$ cat src/rtl/load_store_unit.sv
// Load/store unit: takes one core memory request at a time and checks its
// funct3 code and alignment. Legal requests drive a single memory access,
// which is aborted if memory does not answer within TIMEOUT cycles. Each
// request ends with a one-cycle done pulse. For loads, the raw read word and
// the extender selects are kept for a downstream load extender.
`timescale 1ns/1ps
module load_store_unit #(
  parameter int TIMEOUT = 16
) (
  input  logic        clk,
  input  logic        rst_n,
  input  logic        req_valid,
  output logic        req_ready,
  input  logic        is_store,
  input  logic [2:0]  funct3,
  input  logic [31:0] addr,
  input  logic [31:0] wdata,
  output logic        mem_req,
  output logic        mem_we,
  output logic [3:0]  mem_be,
  output logic [31:0] mem_addr,
  output logic [31:0] mem_wdata,
  input  logic        mem_ready,
  input  logic [31:0] mem_rdata,
  output logic        done,
  output logic [31:0] rd_word,
  output logic [1:0]  lsb_bits,
  output logic [2:0]  load_sel,
  output logic        fault,
  output logic [1:0]  fault_code
);

  localparam int CW = $clog2(TIMEOUT + 1);
  localparam logic [CW-1:0] CNT_MAX = CW'(TIMEOUT);

  localparam logic [1:0] FC_NONE  = 2'b00;
  localparam logic [1:0] FC_MISAL = 2'b01;
  localparam logic [1:0] FC_ILL   = 2'b10;
  localparam logic [1:0] FC_TMO   = 2'b11;

  typedef enum logic [1:0] {S_IDLE, S_ACCESS, S_RESP} state_t;

  state_t        r_state, w_next;
  logic [CW-1:0] r_cnt;
  logic [1:0]    r_fcode;
  logic          r_we;
  logic [3:0]    r_be;
  logic [31:0]   r_addr;
  logic [31:0]   r_wdata;
  logic [31:0]   r_rd_word;
  logic [1:0]    r_lsb;
  logic [2:0]    r_load_sel;

  logic          w_accept;
  logic          w_illegal;
  logic          w_misal;
  logic          w_legal;
  logic [1:0]    w_fcode_acc;
  logic [3:0]    w_be;
  logic [31:0]   w_wdata;
  logic [2:0]    w_load_sel;
  logic          w_timeout;
  logic          w_acc_done;

  assign w_accept = req_valid && (r_state == S_IDLE);

  // Stores only have b/h/w. Loads additionally allow bu/hu.
  assign w_illegal = is_store ? (funct3[2] || (funct3[1:0] == 2'b11))
                              : ((funct3 == 3'b011) || (funct3[2:1] == 2'b11));

  // Halfwords need addr[0]=0 and words need addr[1:0]=0. The unsigned
  // forms share the low funct3 bits, so one check covers both.
  assign w_misal = ((funct3[1:0] == 2'b01) && addr[0]) ||
                   ((funct3[1:0] == 2'b10) && (addr[1:0] != 2'b00));

  assign w_legal     = !w_illegal && !w_misal;
  assign w_fcode_acc = w_illegal ? FC_ILL : (w_misal ? FC_MISAL : FC_NONE);

  // Byte enables and lane-replicated write data for the accepted op.
  always_comb begin
    w_be    = 4'b1111;
    w_wdata = 32'h0;
    if (is_store) begin
      case (funct3[1:0])
        2'b00:   begin w_be = 4'b0001 << addr[1:0]; w_wdata = {4{wdata[7:0]}};  end
        2'b01:   begin w_be = 4'b0011 << addr[1:0]; w_wdata = {2{wdata[15:0]}}; end
        default: begin w_be = 4'b1111;              w_wdata = wdata;            end
      endcase
    end
  end

  // Map a load funct3 to the extender select. Illegal codes give lw (000).
  always_comb begin
    w_load_sel = 3'b000;
    case (funct3)
      3'b000:  w_load_sel = 3'b001;
      3'b001:  w_load_sel = 3'b010;
      3'b010:  w_load_sel = 3'b000;
      3'b100:  w_load_sel = 3'b011;
      3'b101:  w_load_sel = 3'b100;
      default: w_load_sel = 3'b000;
    endcase
  end

  // On the last allowed cycle, mem_ready still wins over the timeout.
  assign w_timeout  = (r_state == S_ACCESS) && !mem_ready && (r_cnt == CNT_MAX);
  assign w_acc_done = (r_state == S_ACCESS) && (mem_ready || w_timeout);

  // State register.
  always_ff @(posedge clk or negedge rst_n) begin
    if (!rst_n) r_state <= S_IDLE;
    else        r_state <= w_next;
  end

  // Next-state logic.
  always_comb begin
    w_next = r_state;
    case (r_state)
      S_IDLE:   if (w_accept) w_next = w_legal ? S_ACCESS : S_RESP;
      S_ACCESS: if (w_acc_done) w_next = S_RESP;
      S_RESP:   w_next = S_IDLE;
      default:  w_next = S_IDLE;
    endcase
  end

  // Latch the memory command at a legal accept. It stays stable for all of ACCESS.
  always_ff @(posedge clk or negedge rst_n) begin
    if (!rst_n) begin
      r_we    <= 1'b0;
      r_be    <= 4'h0;
      r_addr  <= 32'h0;
      r_wdata <= 32'h0;
    end else if (w_accept && w_legal) begin
      r_we    <= is_store;
      r_be    <= w_be;
      r_addr  <= {addr[31:2], 2'b00};
      r_wdata <= w_wdata;
    end
  end

  // Count ACCESS cycles from 1. Clear the count once the access ends.
  always_ff @(posedge clk or negedge rst_n) begin
    if (!rst_n)                       r_cnt <= '0;
    else if (w_accept && w_legal)     r_cnt <= CW'(1);
    else if (w_acc_done)              r_cnt <= '0;
    else if (r_state == S_ACCESS)     r_cnt <= r_cnt + 1'b1;
  end

  // Fault code: set from the decode at accept, or on a timeout.
  always_ff @(posedge clk or negedge rst_n) begin
    if (!rst_n)         r_fcode <= FC_NONE;
    else if (w_accept)  r_fcode <= w_fcode_acc;
    else if (w_timeout) r_fcode <= FC_TMO;
  end

  // Capture the read word only when a load completes normally.
  always_ff @(posedge clk or negedge rst_n) begin
    if (!rst_n) r_rd_word <= 32'h0;
    else if ((r_state == S_ACCESS) && mem_ready && !r_we) r_rd_word <= mem_rdata;
  end

  // Extender selects follow each load accept. Store accepts leave them as they are.
  always_ff @(posedge clk or negedge rst_n) begin
    if (!rst_n) begin
      r_lsb      <= 2'b00;
      r_load_sel <= 3'b000;
    end else if (w_accept && !is_store) begin
      r_lsb      <= addr[1:0];
      r_load_sel <= w_load_sel;
    end
  end

  assign req_ready  = (r_state == S_IDLE);
  assign mem_req    = (r_state == S_ACCESS);
  assign mem_we     = r_we;
  assign mem_be     = r_be;
  assign mem_addr   = r_addr;
  assign mem_wdata  = r_wdata;
  assign done       = (r_state == S_RESP);
  assign fault      = done && (r_fcode != FC_NONE);
  assign fault_code = done ? r_fcode : FC_NONE;
  assign rd_word    = r_rd_word;
  assign lsb_bits   = r_lsb;
  assign load_sel   = r_load_sel;

endmodule

$ cat config.mk
export PLATFORM = sky130hd
export DESIGN_NAME = load_store_unit
export DESIGN_NICKNAME = d
export VERILOG_FILES = /design/src/rtl/load_store_unit.sv
export SDC_FILE = /design/constraint.sdc
export NUM_CORES = 1
export LEC_CHECK = 0
export BUFFER_PORTS_ARGS = -buffer_cell sky130_fd_sc_hd__buf_4
export CAP_MARGIN = 20
export CORE_MARGIN = 3
export CORE_UTILIZATION = 52
export CTS_CLUSTER_SIZE = 28
export DETAILED_ROUTE_END_ITERATION = 16
export PLACE_DENSITY = 0.95
export RECOVER_POWER = 25
export SLEW_MARGIN = 20
export SYNTH_ARGS = -nofsm -noshare
export SYNTH_HDL_FRONTEND = slang
export SYNTH_SLANG_ARGS = --single-unit
$ cat constraint.sdc
create_clock -name clk -period 2.85 [get_ports clk]
set_input_delay 0.285 -clock clk [delete_from_list [all_inputs] [get_ports clk]]
set_output_delay 0.285 -clock clk [all_outputs]
set_load 0.01 [all_outputs]
# Word level (Yosys, flattened, before mapping)
# Cells that the tools add are included.
[word_totals]
register_bits = 113
in_bits = 104
out_inout_bits = 112
wordCells = 73
[classes]
addsub = 1
n_eq_ne = 13
n_shift = 2
muxes = 18
reduce_logical = 29
[ops]
columns = ["cell", "count"]
rows = [
  ["32-bit case mux with 2 select lines", 1],
  ["32-bit 2-to-1 mux", 1],
  ["5-bit 2-to-1 mux", 3],
  ["2-bit 2-to-1 mux", 7],
  ["1-bit logical AND", 12],
  ["3-bit case mux with 4 select lines", 1],
  ["2-bit equality test (second input constant)", 4],
  ["4-bit case mux with 2 select lines", 1],
  ["3-bit equality test (second input constant)", 2],
  ["2-bit nonzero test", 3],
  ["5-bit by 1-bit adder with 5-bit output (second input constant)", 1],
  ["5-bit equality test (second input constant)", 1],
  ["1-bit zero test", 5],
  ["2-bit by 1-bit equality test with 1-bit output (second input constant)", 2],
  ["2-bit zero test", 2],
  ["1-bit logical OR", 4],
  ["4-bit 2-to-1 mux", 1],
  ["2-bit by 1-bit inequality test with 1-bit output (second input constant)", 2],
  ["2-bit case mux with 2 select lines", 1],
  ["1-bit by 2-bit left shift with 4-bit output (first input constant)", 1],
  ["2-bit by 2-bit left shift with 4-bit output (first input constant)", 1],
  ["3-bit by 1-bit equality test with 1-bit output (second input constant)", 1],
  ["3-bit by 2-bit equality test with 1-bit output (second input constant)", 1],
  ["3-bit zero test", 1],
  ["other kinds (3)", 4],
]

# Longest topological paths before layout
[depth]
depth_word = 8
ltp_mapped = 8

# Worst setup path after synthesis
# No wires, ideal clock.
[synth_path]
kind = "register -> register"
startpoint = "register r_state[1]"
endpoint = "register r_addr[10] (netlist: mem_addr[10])"
setup_time_ns = 0.125
arrival_ns = 1.606
required_ns = 2.725
path_slack_ns = 1.119
stages_incl_launch_ff = 7
period_less_slack_ns = 1.731
path_cell_list = "dfrtp_1 or3b_1 buf_2 o21bai_1 buf_6 buf_6 mux2_4"
[synth_between]
elab_chain_len = 3
[synth_rtl]
columns = ["element", "line_no", "rtl"]
rows = [
  ["from (decl)", "43", "state_t r_state, w_next;"],
  ["from (signal assigned)", "112", "else r_state <= w_next;"],
  ["2-bit zero test", "65", "assign w_accept = req_valid && (r_state == S_IDLE);"],
  ["1-bit logical AND", "65", ""],
  ["1-bit logical AND", "133", "end else if (w_accept && w_legal) begin"],
  ["to (signal assigned)", "136", "r_addr <= {addr[31:2], 2'b00};"],
  ["to (decl)", "48", "logic [31:0] r_addr;"],
]
# Every way passes these cells.
# A chain may end at the register's enable or synchronous reset.

# Worst setup path after layout
[layout_path]
startpoint = "register r_state[1]"
endpoint = "register r_wdata[19] (netlist: mem_wdata[19])"
[layout_between]
elab_chain_len = 3
[layout_rtl]
columns = ["element", "line_no", "rtl"]
rows = [
  ["2-bit zero test", "65", ""],
  ["1-bit logical AND", "65", ""],
  ["1-bit logical AND", "133", ""],
  ["to (signal assigned)", "137", "r_wdata <= w_wdata;"],
  ["to (decl)", "49", "logic [31:0] r_wdata;"],
]
# Every way passes these cells.

==> flow_metrics.py <==
metrics = {
    "run_status": {
        "status": "finished with violations",
        "violations": "capacitance limit, slew limit",
    },
    "worst_hold_path": {
        "whs_path_depth": 2,
        "worstHoldPathType": "primary input to flip-flop",
        "hold_end": "rd_word[28]",
        "hold_start": "mem_rdata[28]",
    },
    "setup_path": {
        "endpoint_kind": "flip-flop",
        "path_class": "flip-flop to flip-flop",
        "cp_num_buf_inv": 2,
        "path_max_fanout": 23,
        "r2r_start": "r_state[1]",
        "path_cells": "or3b_1 > o21bai_4 > buf_4 > buf_4 > o21ai_1",
        "crit_path_start_kind": "flip-flop",
        "rrSetupSlack_ps": 810,
        "crit_top_cell": "buf_4",
        "cp.arrival_ps": 2450,
        "required_ps": 3260,
        "cp_slowest_stage_delay_ps": 510,
        "cp_slowest_cell": "or3b_1",
        "r2r-end": "mem_wdata[19]",
        "path_delay_family": "compound AO/OA/AOI/OAI gates",
        "reg2reg_depth": 5,
    },
    "clocking": {
        "cts_tree": "done",
        "clock-sinks": 113,
        "path_clk_slew_ps": 60,
        "cts_buffers": 17,
        "clk_latency_ps": 500,
        "max-clock-path-buffers": 2,
        "htree_levels": 4,
        "root_buffer": "clkbuf_8",
    },
    "synth": {
        "syn_area_um2": 5060,
        "async_flop_share": 1.00,
        "synth_top_area_share": 0.558,
        "synth-edff-count": 0,
        "synth_cell_types": 43,
        "ys_seq_area_frac": 0.558,
        "ys.flop_type": "dfrtp_1",
        "ys_ff_latch": 113,
        "synth_area_leaders": "dfrtp_1 56%, mux2_2 11%, mux2_4 9.2%",
        "synth_warnings": 0,
        "synthCells": 431,
        "avgSynthCellArea_um2": 11.8,
        "yosys.area.top_type": "dfrtp_1",
    },
    "die": {
        "die_w_um": 105,
        "core_area_um2": 9370,
        "initial_utilization": 0.540,
        "fp-row-count": 35,
        "die_y_um": 105,
        "ioPinCount": 216,
        "dieArea_um2": 11000,
    },
    "routing": {
        "via_per_inst": 5.16,
        "ant_nets": 0,
        "wl_per_cell_um": 17.6,
        "first_pass_iters": 5,
        "wirelength_um": 14500,
        "dr_total_vias": 4260,
        "drcViolationCount": 0,
        "first_iter_violations": 184,
    },
    "placement": {
        "dp_hpwl_um": 9750,
        "post_dp_cell_area_um2": 6740,
        "io_buffers": 213,
        "place.gp.congestion": 0.915,
    },
    "final_layout": {
        "final_core_util": 0.822,
        "fin_nets": 790,
        "drive_above_1_share": 0.482,
        "stdcell_area_um2": 7700,
        "area_delta_synth_final_pct": 52.1,
        "antennaDiodeCount": 0,
    },
    "timing": {
        "fin_crit_sh": 0.715,
        "fin_crit_ps": 2040,
        "finalSetupViolations": 0,
        "rsz0062_at_grt": "false",
        "fin_worst_skew_ps": 8.42,
        "hold_viol": 0,
        "slew_headroom": -0.0113,
        "slew_viol_final": 113,
        "max_freq_ghz": 0.491,
        "setup_tns_ps": 0,
        "worst_pin_slew_ps": 1520,
    },
    "power_and_ir_drop": {
        "totalPowerFinal_w": 0.00713,
        "p_per_area_nw_per_um2": 925,
        "p_leak_nw": 3.87,
        "vdd_drop_max_v": 0.000474,
    },
    "job": {
        "cap_violations": 1,
    },
    "global_routing": {
        "grt.total_usage": 0.272,
        "antenna_found_initial": 0,
        "grt_pass1_vias": 4517,
        "grt_max_degree": 114,
        "grt_pass1_wl_um": 23400,
        "grt.overflow.total": 0,
    },
}
## cell usage after synthesis (all sizes together) (2+ instances only)
library cell / instances
dfrtp: 113
nand2: 91
mux2: 79
o21ai: 52
clkbuf: 16
buf: 15
nor2: 11
mux2i: 8
a21boi: 3
a21oi: 3
inv: 3
nand3: 3
nor3b: 3
and2: 2
ha: 2
nand2b: 2
nor2b: 2
nor4: 2
or2: 2
or3: 2
## per-stage QoR
step	cells	worst slack (ps)	hold WS (ps)
floorplan	432	1120	-10.6
global placement	749	734	400
detailed placement	749	660	416
CTS	826	814	1.92
global route	826	710	1.19
finish	826	811	27.3
## registers in the layout, summed over array words and instances (netlist names), 3 cells and up
| register | cells |
|---|---|
| r_cnt | 5 |
| mem_addr | 30 |
| load_sel | 3 |
| rd_word | 32 |
| mem_wdata | 32 |
| mem_be | 4 |
## cell usage in the layout (no fill, tap or decap), types with 3 or more instances in the layout
| cell | n |
|---|---|
| nand2_1 | 91 |
| clkinv_4 | 5 |
| clkinvlp_4 | 3 |
| inv_6 | 3 |
| clkbuf_16 | 16 |
| a21oi_1 | 3 |
| inv_1 | 3 |
| o21ai_1 | 10 |
| nand3_1 | 3 |
| nor2_1 | 10 |
| buf_4 | 216 |
| mux2_2 | 48 |
| o21ai_0 | 42 |
| a21boi_0 | 3 |
| dfrtp_1 | 113 |
| dlygate4sd3_1 | 45 |
| clkinv_2 | 4 |
| mux2i_1 | 8 |
| mux2_4 | 31 |
## layout make-up
class | instances | area (µm²)
Fill cell | 515 | 1670
Multi-Input combinational cell | 285 | 2070
Clock buffer | 17 | 414
Timing Repair Buffer | 264 | 2110
Sequential cell | 113 | 2830
Inverter | 3 | 11.3
Clock inverter | 15 | 113
Tap cell | 129 | 161
## how the worst max path moves through the flow
stage | end | cells after the start | start
after floorplan | mem_addr[10] | 6 | r_state[1]
after global placement | mem_addr[28] | 5 | is_store
after detailed placement | mem_addr[26] | 5 | is_store
after CTS | mem_wdata[19] | 5 | r_state[1]
after global routing | mem_wdata[19] | 5 | r_state[1]
final | mem_wdata[19] | 5 | r_state[1]
## what timing repair did
action	in CTS	in global routing
gates resized for setup	0	0
buffers inserted	0	0
hold buffers	45	0
hold endpoints to repair	157	0
## where the power goes
group	total (W)	internal [W]	switching (W)
registers	0.00270	0.00226	0.000439
logic	0.00260	0.00150	0.00109
clock network	0.00184	0.00107	0.000766
total	0.00713	0.00483	0.00230
## worst reg2reg max path, cell delays in order, from the launching register on
cell	delay [ps]
dfrtp_1	390
or3b_1	510
o21bai_4	370
buf_4	320
buf_4	190
o21ai_1	180
## layer usage
layer	vias to the layer above	global-route usage	share of wire
met5	-	0	0
met2	236	0.480	0.51
li1	1984	-	-
met4	0	0.0843	0.017
met3	20	0.0747	0.081
met1	2020	0.322	0.39
## cell families after synthesis
family          share of synthesized area
simple gates                        0.108
flops                               0.558
mux                                 0.214
compound gates                     0.0749
buf+inv                            0.0373
fa+ha+maj                         0.00494
other cells                      0.000740
xor+xnor                          0.00173
Power figures use the tool's default switching activity.
